`config.mk`:
```
export PLATFORM = sky130hd
export DESIGN_NAME = ps_framing_guard
export DESIGN_NICKNAME = d
export VERILOG_FILES = /design/src/rtl/ps_framing_guard.sv
export SDC_FILE = /design/constraint.sdc
export NUM_CORES = 1
export LEC_CHECK = 0
export CAP_MARGIN = 20
export CORE_UTILIZATION = 51
export CTS_CLUSTER_DIAMETER = 40
export CTS_CLUSTER_SIZE = 24
export DETAILED_ROUTE_END_ITERATION = 10
export PLACE_DENSITY = 0.79
export SETUP_SLACK_MARGIN = 0.2
export SLEW_MARGIN = 20
export SYNTH_ARGS = -nofsm -noshare
export SYNTH_HDL_FRONTEND = slang
export SYNTH_SLANG_ARGS = --single-unit
export TNS_END_PERCENT = 50
```
`constraint.sdc`:
```
create_clock -name clk -period 4.1 [get_ports clk]
set_input_delay 0.82 -clock clk [delete_from_list [all_inputs] [get_ports clk]]
set_output_delay 0.82 -clock clk [all_outputs]
set_load 0.01 [all_outputs]
```
`src/rtl/ps_framing_guard.sv`:
```
// ps_framing_guard
// Framing guard for a valid/ready packet stream with sop/eop markers.
// Drops out-of-packet words, closes packets interrupted by a new SOP with a
// forced EOP, truncates packets at MAX_LEN words and keeps saturating error
// counters. A one-word hold register provides lookahead so a forced EOP can
// be attached to the word already waiting to leave.
// Optional feature: define PS_FRAMING_GUARD_ERR_EN to add the o_err output,
// which flags every word whose EOP was forced.
module ps_framing_guard #(
    parameter int WIDTH     = 8,
    parameter int MAX_LEN   = 1024,
    parameter int CNT_WIDTH = 16
) (
    input  logic                 reset,
    input  logic                 clk,
    input  logic [WIDTH-1:0]     i_dat,
    input  logic                 i_val,
    input  logic                 i_sop,
    input  logic                 i_eop,
    output logic                 i_rdy,
    output logic [WIDTH-1:0]     o_dat,
    output logic                 o_val,
    output logic                 o_sop,
    output logic                 o_eop,
    input  logic                 o_rdy,
    input  logic                 clr_cnt,
    output logic [CNT_WIDTH-1:0] drop_cnt,
    output logic [CNT_WIDTH-1:0] abort_cnt,
    output logic [CNT_WIDTH-1:0] trunc_cnt
`ifdef PS_FRAMING_GUARD_ERR_EN
    ,
    output logic                 o_err
`endif
);

    localparam int LEN_W = $clog2(MAX_LEN + 1);
    localparam logic [LEN_W-1:0] LEN_ONE = LEN_W'(1);
    localparam logic [LEN_W-1:0] LEN_MAX = LEN_W'(MAX_LEN);
    localparam logic [CNT_WIDTH-1:0] CNT_ZERO = {CNT_WIDTH{1'b0}};
    localparam logic [CNT_WIDTH-1:0] CNT_ONE  = CNT_WIDTH'(1);

    typedef enum logic [1:0] {
        ST_IDLE = 2'd0,
        ST_PKT  = 2'd1,
        ST_DROP = 2'd2
    } state_t;

    // Increment that sticks at all-ones instead of wrapping.
    function automatic logic [CNT_WIDTH-1:0] sat_inc(input logic [CNT_WIDTH-1:0] v);
        logic [CNT_WIDTH-1:0] r;
        if (&v) begin
            r = v;
        end else begin
            r = v + CNT_ONE;
        end
        return r;
    endfunction

    state_t               st_q, st_d;
    logic                 h_val_q, h_val_d;
    logic [WIDTH-1:0]     h_dat_q, h_dat_d;
    logic                 h_sop_q, h_sop_d;
    logic                 h_eop_q, h_eop_d;
    logic [LEN_W-1:0]     len_q, len_d;
    logic [CNT_WIDTH-1:0] drop_cnt_q, drop_cnt_d;
    logic [CNT_WIDTH-1:0] abort_cnt_q, abort_cnt_d;
    logic [CNT_WIDTH-1:0] trunc_cnt_q, trunc_cnt_d;

    logic             in_pkt_s;
    logic             force_eop_s;
    logic             o_val_s;
    logic             emit_s;
    logic             load_ok_s;
    logic             i_rdy_s;
    logic             acc_s;
    logic             load_s;
    logic             drop_inc_s;
    logic             abort_inc_s;
    logic             trunc_inc_s;
    logic [LEN_W-1:0] len_inc_s;

    // Handshake: presentation of H, lookahead-gated valid and input ready.
    always_comb begin
        in_pkt_s    = (st_q == ST_PKT);
        force_eop_s = in_pkt_s & i_val & i_sop;
        o_val_s     = h_val_q & (h_eop_q | (i_val & in_pkt_s));
        emit_s      = o_val_s & o_rdy;
        load_ok_s   = ~h_val_q | emit_s;
        i_rdy_s     = load_ok_s | (~in_pkt_s & ~i_sop);
        acc_s       = i_val & i_rdy_s;
    end

    // Framing FSM next state and hold-register update.
    always_comb begin
        st_d        = st_q;
        h_dat_d     = h_dat_q;
        h_sop_d     = h_sop_q;
        h_eop_d     = h_eop_q;
        len_d       = len_q;
        load_s      = 1'b0;
        drop_inc_s  = 1'b0;
        abort_inc_s = 1'b0;
        trunc_inc_s = 1'b0;
        len_inc_s   = len_q + LEN_ONE;
        if (emit_s) begin
            h_val_d = 1'b0;
        end else begin
            h_val_d = h_val_q;
        end
        case (st_q)
            ST_IDLE, ST_DROP: begin
                if (acc_s && i_sop) begin
                    load_s  = 1'b1;
                    h_val_d = 1'b1;
                    h_dat_d = i_dat;
                    h_sop_d = 1'b1;
                    h_eop_d = i_eop;
                    len_d   = LEN_ONE;
                    st_d    = i_eop ? ST_IDLE : ST_PKT;
                end else if (acc_s) begin
                    drop_inc_s = 1'b1;
                end else begin
                    st_d = st_q;
                end
            end
            ST_PKT: begin
                if (acc_s && i_sop) begin
                    // Held word leaves this cycle with its EOP forced.
                    abort_inc_s = 1'b1;
                    load_s      = 1'b1;
                    h_val_d     = 1'b1;
                    h_dat_d     = i_dat;
                    h_sop_d     = 1'b1;
                    h_eop_d     = i_eop;
                    len_d       = LEN_ONE;
                    st_d        = i_eop ? ST_IDLE : ST_PKT;
                end else if (acc_s) begin
                    load_s  = 1'b1;
                    h_val_d = 1'b1;
                    h_dat_d = i_dat;
                    h_sop_d = 1'b0;
                    len_d   = len_inc_s;
                    if (i_eop) begin
                        h_eop_d = 1'b1;
                        st_d    = ST_IDLE;
                    end else if (len_inc_s == LEN_MAX) begin
                        h_eop_d     = 1'b1;
                        trunc_inc_s = 1'b1;
                        st_d        = ST_DROP;
                    end else begin
                        h_eop_d = 1'b0;
                    end
                end else begin
                    st_d = ST_PKT;
                end
            end
            default: begin
                st_d    = ST_IDLE;
                h_val_d = 1'b0;
            end
        endcase
    end

    // Error counters: clear wins over increment, increments saturate.
    always_comb begin
        if (clr_cnt) begin
            drop_cnt_d  = CNT_ZERO;
            abort_cnt_d = CNT_ZERO;
            trunc_cnt_d = CNT_ZERO;
        end else begin
            drop_cnt_d  = drop_inc_s  ? sat_inc(drop_cnt_q)  : drop_cnt_q;
            abort_cnt_d = abort_inc_s ? sat_inc(abort_cnt_q) : abort_cnt_q;
            trunc_cnt_d = trunc_inc_s ? sat_inc(trunc_cnt_q) : trunc_cnt_q;
        end
    end

    // State, hold register, word counter and error counters.
    always_ff @(posedge clk or posedge reset) begin
        if (reset) begin
            st_q        <= ST_IDLE;
            h_val_q     <= 1'b0;
            h_dat_q     <= {WIDTH{1'b0}};
            h_sop_q     <= 1'b0;
            h_eop_q     <= 1'b0;
            len_q       <= {LEN_W{1'b0}};
            drop_cnt_q  <= CNT_ZERO;
            abort_cnt_q <= CNT_ZERO;
            trunc_cnt_q <= CNT_ZERO;
        end else begin
            st_q        <= st_d;
            h_val_q     <= h_val_d;
            h_dat_q     <= h_dat_d;
            h_sop_q     <= h_sop_d;
            h_eop_q     <= h_eop_d;
            len_q       <= len_d;
            drop_cnt_q  <= drop_cnt_d;
            abort_cnt_q <= abort_cnt_d;
            trunc_cnt_q <= trunc_cnt_d;
        end
    end

    assign i_rdy     = i_rdy_s;
    assign o_val     = o_val_s;
    assign o_dat     = h_dat_q;
    assign o_sop     = h_sop_q;
    assign o_eop     = h_eop_q | force_eop_s;
    assign drop_cnt  = drop_cnt_q;
    assign abort_cnt = abort_cnt_q;
    assign trunc_cnt = trunc_cnt_q;

`ifdef PS_FRAMING_GUARD_ERR_EN
    logic h_err_q, h_err_d;

    // A word loaded into H carries an error only when it was truncated.
    always_comb begin
        if (load_s) begin
            h_err_d = trunc_inc_s;
        end else begin
            h_err_d = h_err_q;
        end
    end

    // Error flag of the held word.
    always_ff @(posedge clk or posedge reset) begin
        if (reset) begin
            h_err_q <= 1'b0;
        end else begin
            h_err_q <= h_err_d;
        end
    end

    assign o_err = (h_err_q | force_eop_s) & o_val_s;
`endif

endmodule

```
==> reports/results.ini <==
[clock_tree]
clock_path_buffers = 2
cts_root_buffer = clkbuf_8
cts_buffers = 9
path_clk_slew_ns = 0.07
clock_sinks = 72
cts_tree = done
cts_resized = 0
hold_buffers = 0
post_cts_buffers = 0
cts_max_level = 3
clock_latency_ns = 0.35

[floorplan]
coreArea_um2 = 7210
ios = 75
rows = 31
dieHeight_um = 88.3
fp.dieW_um = 88.3
initial_core_util = 0.527
die-area_um2 = 7800

[synthesis]
synth_cells = 405
synth_cell_type_count = 52
ys_seq_elements = 72
syn_nets = 424
syn_area_um2 = 3800
synth_top_area_frac = 0.474
ys_seq_area_frac = 0.474
ys_warn_count = 0
async_reset_ff_frac = 1.00
avgSynthCellArea_um2 = 9.38
synth-main-ff-cell = dfrtp_1
synth_edf_count = 0
yosysTopAreaCell = dfrtp_1
synth.area.top_cells = dfrtp_1 (47%), o21ai_0 (5.1%), nor2_1 (3.9%)

[detailed_routing]
drt-pass1-iter-count = 4
routedWlPerCell_um = 14.9
vias = 3344
routed_wl_um = 8670
via_per_inst = 5.75
drcViolationCount = 0
drtIter0Drc = 176
drtAntennaViolNets = 0

[timing]
report.final.hold_viol_count = 0
rsz0062_at_grt = no
tightestPinTransition_ns = 0.854
skew_ns = 0.0103
fmax_ghz = 0.316
tns_ns = 0
holdWs_ns = 0.506
maxSlewViolCount = 0
slew_headroom = 0.416
fin_crit_ns = 3.17
setup_viol = 0
post-route-period-util = 0.772

[pwr]
vdd_ir_drop_max_v = 0.000250
total_power_mw = 1.93
powerDensity_nw_per_um2 = 399
cellLeakagePower_nw = 1.91

[run]
drv_cap = 0

[global_route]
grt_first_pass_wirelength_um = 14300
grtUsageTotal = 0.237
grt_start_max_net_pins = 51
grt_pass1_vias = 3039
antenna_found_initial = 0
overflow = 0

[setup_path]
crit_arrival_ns = 2.35
critPathMaxFanout = 11
worstSetupEndpointType = output port
r2r-start = len_q[0]$_DFFE_PP0P_
required_ns = 3.28
worst_setup_path_start_kind = input pin
crit_path_start = i_sop
path_class = in -> out

[min_path]
hp-class = reg -> reg
hold_start = o_dat[1]$_DFFE_PP0P_

[place]
dp_hpwl_um = 5940
gp_congestion = 0.823
numPortBuffers = 74

[outcome]
status = finished clean

[cells_and_area]
drive_gt1_frac = 0.0849
nets = 498
diodes = 0
syn2layout_area_growth_pct = 27.4

-- layer usage --
metal  share of wire  track usage  vias up
met5               0            0        -
met4           0.014       0.0997        0
met3           0.039       0.0401       11
met2            0.48        0.369       74
met1            0.46        0.329     1637
li1                -            -     1622
-- Yosys cell counts, drive strengths merged (10+ instances only) --
| library cell | count |
|---|---|
| inv | 11 |
| o21ai | 40 |
| clkbuf | 13 |
| a21oi | 29 |
| nor2 | 39 |
| xor2 | 13 |
| nand2 | 32 |
| mux2 | 10 |
| or3 | 23 |
| nand4 | 16 |
| nand3 | 21 |
| dfrtp | 72 |
-- critical path, cell delays in order --
cell             delay [ns]
clkdlybuf4s50_1        0.56
o21ai_0                0.27
o21bai_1               0.14
clkdlybuf4s50_1        0.56
-- registers in the layout, summed over array words and instances, names as in the netlist --
register	count
len_q	11
drop_cnt	16
trunc_cnt	16
o_dat	8
h_val_q	1
h_eop_q	1
o_sop	1
st_q	2
abort_cnt	16
-- cells in the final DEF, fill, tap and decap left out, drive strengths merged, types with 2 or more instances in the layout --
cell           instances
clkdlybuf4s50         74
dfrtp                 72
o21ai                 40
nor2                  39
nand2                 32
a21oi                 29
or3                   23
nand3                 21
nand4                 16
xor2                  13
inv                   11
mux2                  10
clkbuf                 9
o31ai                  8
and3                   8
nor2b                  8
xnor2                  7
nor3                   6
and4                   5
buf                    5
ha                     4
or4                    4
o21a                   3
nand2b                 2
nor4                   2
a31oi                  2
mux2i                  2
a31o                   2
o41ai                  2
clkinvlp               2
clkinv                 2
bufinv                 2
a211oi                 2
-- per-stage QoR --
step / utilization / instances / instance area, um2 / worst slack (ns)
after floorplan: - / 405 / 3800 / 1.46
after global placement: 0.642 / 567 / 4630 / 0.824
after detailed placement: 0.642 / 567 / 4630 / 0.757
after CTS: 0.671 / 582 / 4840 / 0.933
after global routing: 0.671 / 582 / 4840 / 0.881
final: 0.671 / 582 / 4840 / 0.933
-- logic make-up after synthesis --
| kind of cell | count (synthesis) | synth area share |
|---|---|---|
| AND/OR/NAND/NOR | 170 | 0.235 |
| adder cells (fa/ha/maj) | 4 | 0.0132 |
| AO/OA/AOI/OAI | 100 | 0.168 |
| XOR/XNOR | 20 | 0.0461 |
| flip-flops | 72 | 0.474 |
| multiplexers | 12 | 0.0349 |
| buffers and inverters | 27 | 0.0293 |
-- power by group --
| group | leakage [nW] | internal (mW) | switching, mW | total [mW] |
|---|---|---|---|---|
| Sequential | 0.975 | 0.788 | 0.0704 | 0.858 |
| Combinational | 0.838 | 0.243 | 0.225 | 0.468 |
| Clock | 0.101 | 0.337 | 0.268 | 0.605 |
-- area by class of cell --
class                           instances  area, um2
Timing Repair Buffer                   79        778
Tap cell                               99        124
Sequential cell                        72       1800
Fill cell                             580       2370
Inverter                               11       41.3
Multi-Input combinational cell        306       1890
Clock inverter                          6       85.1
Clock buffer                            9        124
-- worst paths after layout --
path                       cells past startpoint  slack [ns]                        end
max                                            4        0.93                      i_rdy
min                                            1        0.51       o_dat[1]$_DFFE_PP0P_
max reg2reg                                    7        1.16  trunc_cnt[11]$_DFFE_PP0P_
min reg2reg                                    1        0.51       o_dat[1]$_DFFE_PP0P_
max in group asynchronous                      3        2.38    drop_cnt[1]$_DFFE_PP0P_
min in group asynchronous                      2        0.90   abort_cnt[5]$_DFFE_PP0P_
Power figures use the tool's default switching activity.
==> edit (same settings) <==
Re-encode `state_t` (3 states) as one-hot, 3 bits wide.
--- a/src/rtl/ps_framing_guard.sv
+++ b/src/rtl/ps_framing_guard.sv
@@ -39,10 +39,10 @@
     localparam logic [CNT_WIDTH-1:0] CNT_ZERO = {CNT_WIDTH{1'b0}};
     localparam logic [CNT_WIDTH-1:0] CNT_ONE  = CNT_WIDTH'(1);
 
-    typedef enum logic [1:0] {
-        ST_IDLE = 2'd0,
-        ST_PKT  = 2'd1,
-        ST_DROP = 2'd2
+    typedef enum logic [2:0] {
+        ST_IDLE = 3'b001,
+        ST_PKT  = 3'b010,
+        ST_DROP = 3'b100
     } state_t;
 
     // Increment that sticks at all-ones instead of wrapping.
Formal check against the unedited RTL: no difference found for any inputs over 4 cycles, from zero or initial values and one cycle with reset high; so few cycles prove little.
==> edit against the original RTL <==
Clock skew shrank 2.7 ps; sequential cell count increased by 1; first-iteration DRC count rose by 49%; total power fell by 9.0%; cell area grew 0.96%; routed wire length fell by 0.24%; worst setup slack worse by 61 ps; die area rose by 3.0%; area after synthesis is 3.1% higher; count of clock-buffer cells in the layout unchanged; combinational power down 21%; critical path depth is the same; core utilization decreased by 0.43 points.
==> edit: results (changes against the original RTL) <==
setup_path:
  crit_fanout: 10  # -1
  r2r_start: "st_q[2]"
  r2r-end: "trunc_cnt[12]"
  arrival_ps: 2410  # +60 ps
  rrSetupSlack_ps: 1420  # +260 ps
logic_synthesis:
  yosys.area_share.adder_pct: 1.278  # -0.040 points
  synth_top_cells_by_area: "dfrtp_1 (46%), xor2_1 (5.6%), nand2_1 (4.8%)"
  synth-compound-area-share_pct: 12.17  # -4.6 points
  synthXorXnorAreaFrac_pct: 7.601  # +3.0 points
  syn-num-nets: 444  # +4.7%
  synth-seq-area-share_pct: 46.66  # -0.75 points
  synthMuxAreaShare_pct: 1.629  # -1.9 points
  synthDistinctLibCells: 56  # +7.7%
  yosys_warnings: 0  # unchanged
  synth_commonest_cells: "dfrtp_1 (72), nand2_1 (50), nor2_1 (50)"
global_route:
  grt_pass1_wl_mm: 14.15  # -0.78%
  grt_pass1_vias: 3088  # +1.6%
  grt_max_degree: 74  # +45%
  grtUsageTotal_pct: 22.86  # -0.86 points
clock_network:
  clk_latency_ps: 330  # -20 ps
  cts_root_buffer: "clkbuf_8"
  cts_buffers: 9  # unchanged
drt:
  route.met2.wl_mm: 4.236  # +1.1%
  met3_length_um: 314  # -7.9%
  avgViaCountPerCell: 5.632  # -2.0%
  routedWlPerCell_um: 14.42  # -3.2%
  wl_met1_mm: 4.025  # about the same
  dr.pass1.iters: 4  # unchanged
  drt_iter0_drc: 263  # +49%
power:
  ir_drop_mv: 0.2539  # +1.5%
  leakagePower_nw: 2.048  # +7.0%
min_path:
  whs_endpoint: "o_dat[6]"
  whs_path_depth: 2  # +1
  min-delay-start: "o_dat[6]"
timing:
  skew_ps: 7.626  # -2.715 ps
  relSlewSlack_pct: 38.99  # -2.6 points
  hold-worst-slack_ps: 486.9  # -18.90 ps
place:
  hpwl_mm: 5.857  # -1.4%
  gp_congestion: 0.8486  # +3.1%
outcome:
  status: "finished clean"
final_layout:
  finalNetCount: 516  # +3.6%
  drive_above_1_share_pct: 7.585  # -0.90 points
  nFillCells: 566  # -2.4%
## edit: cell type report
cell class | count | area share, %
Sequential cell | 73 | 37.40
Clock inverter | 6 | 1.229
Tap cell | 99 | 2.535
Clock buffer | 9 | 2.535
Inverter | 13 | 0.9985
Multi-Input combinational cell | 322 | 39.63
Timing Repair Buffer | 78 | 15.67
## edit: per-stage QoR
stage	cells	instance area [µm²]	setup slack [ps]	total power [mW]
global placement	585	4703	900.0	1.223
finish	600	4887	871.6	1.757
global route	600	4887	817.9	1.843
CTS	600	4887	892.0	1.770
floorplan	425	3918	1428	1.062
detailed placement	585	4703	832.5	1.232
## edit: logic make-up (layout without fill, tap and decap cells)
group,after synthesis,in the layout
AOI/OAI and AO/OA,72,72
xor gates and xnor gates,34,34
adders and majority gates,4,4
buffers and inverters,30,106
DFF,73,73
muxes,6,6
and+or+nand+nor,206,206
## edit: worst max-delay path, stage by stage
cell             delay [ps]
clkdlybuf4s50_1         660
a21oi_1                 140
o221ai_1                220
clkdlybuf4s50_1         570
## edit: layer usage
layer	up-vias	track usage, %
li1	1653	-
met1	1646	30.92
met2	74	37.53
met3	6	3.473
met4	0	8.369
met5	-	0
## edit: how the worst max path moves through the flow
stage,end,slack [ps],depth (start not counted),from
6_report,i_rdy,870,4,i_val
5_1_grt,i_rdy,820,4,i_val
4_1_cts,i_rdy,890,4,i_val
3_5_place_dp,trunc_cnt[11],830,8,o_rdy
3_3_place_gp,i_rdy,900,4,i_val
2_1_floorplan,abort_cnt[0],1430,1,reset
## edit: where the power goes
group	switching [mW]	internal (mW)	leakage, nW
combinational	0.184	0.187	0.961
sequential	0.0597	0.788	0.995
clock	0.264	0.274	0.0909
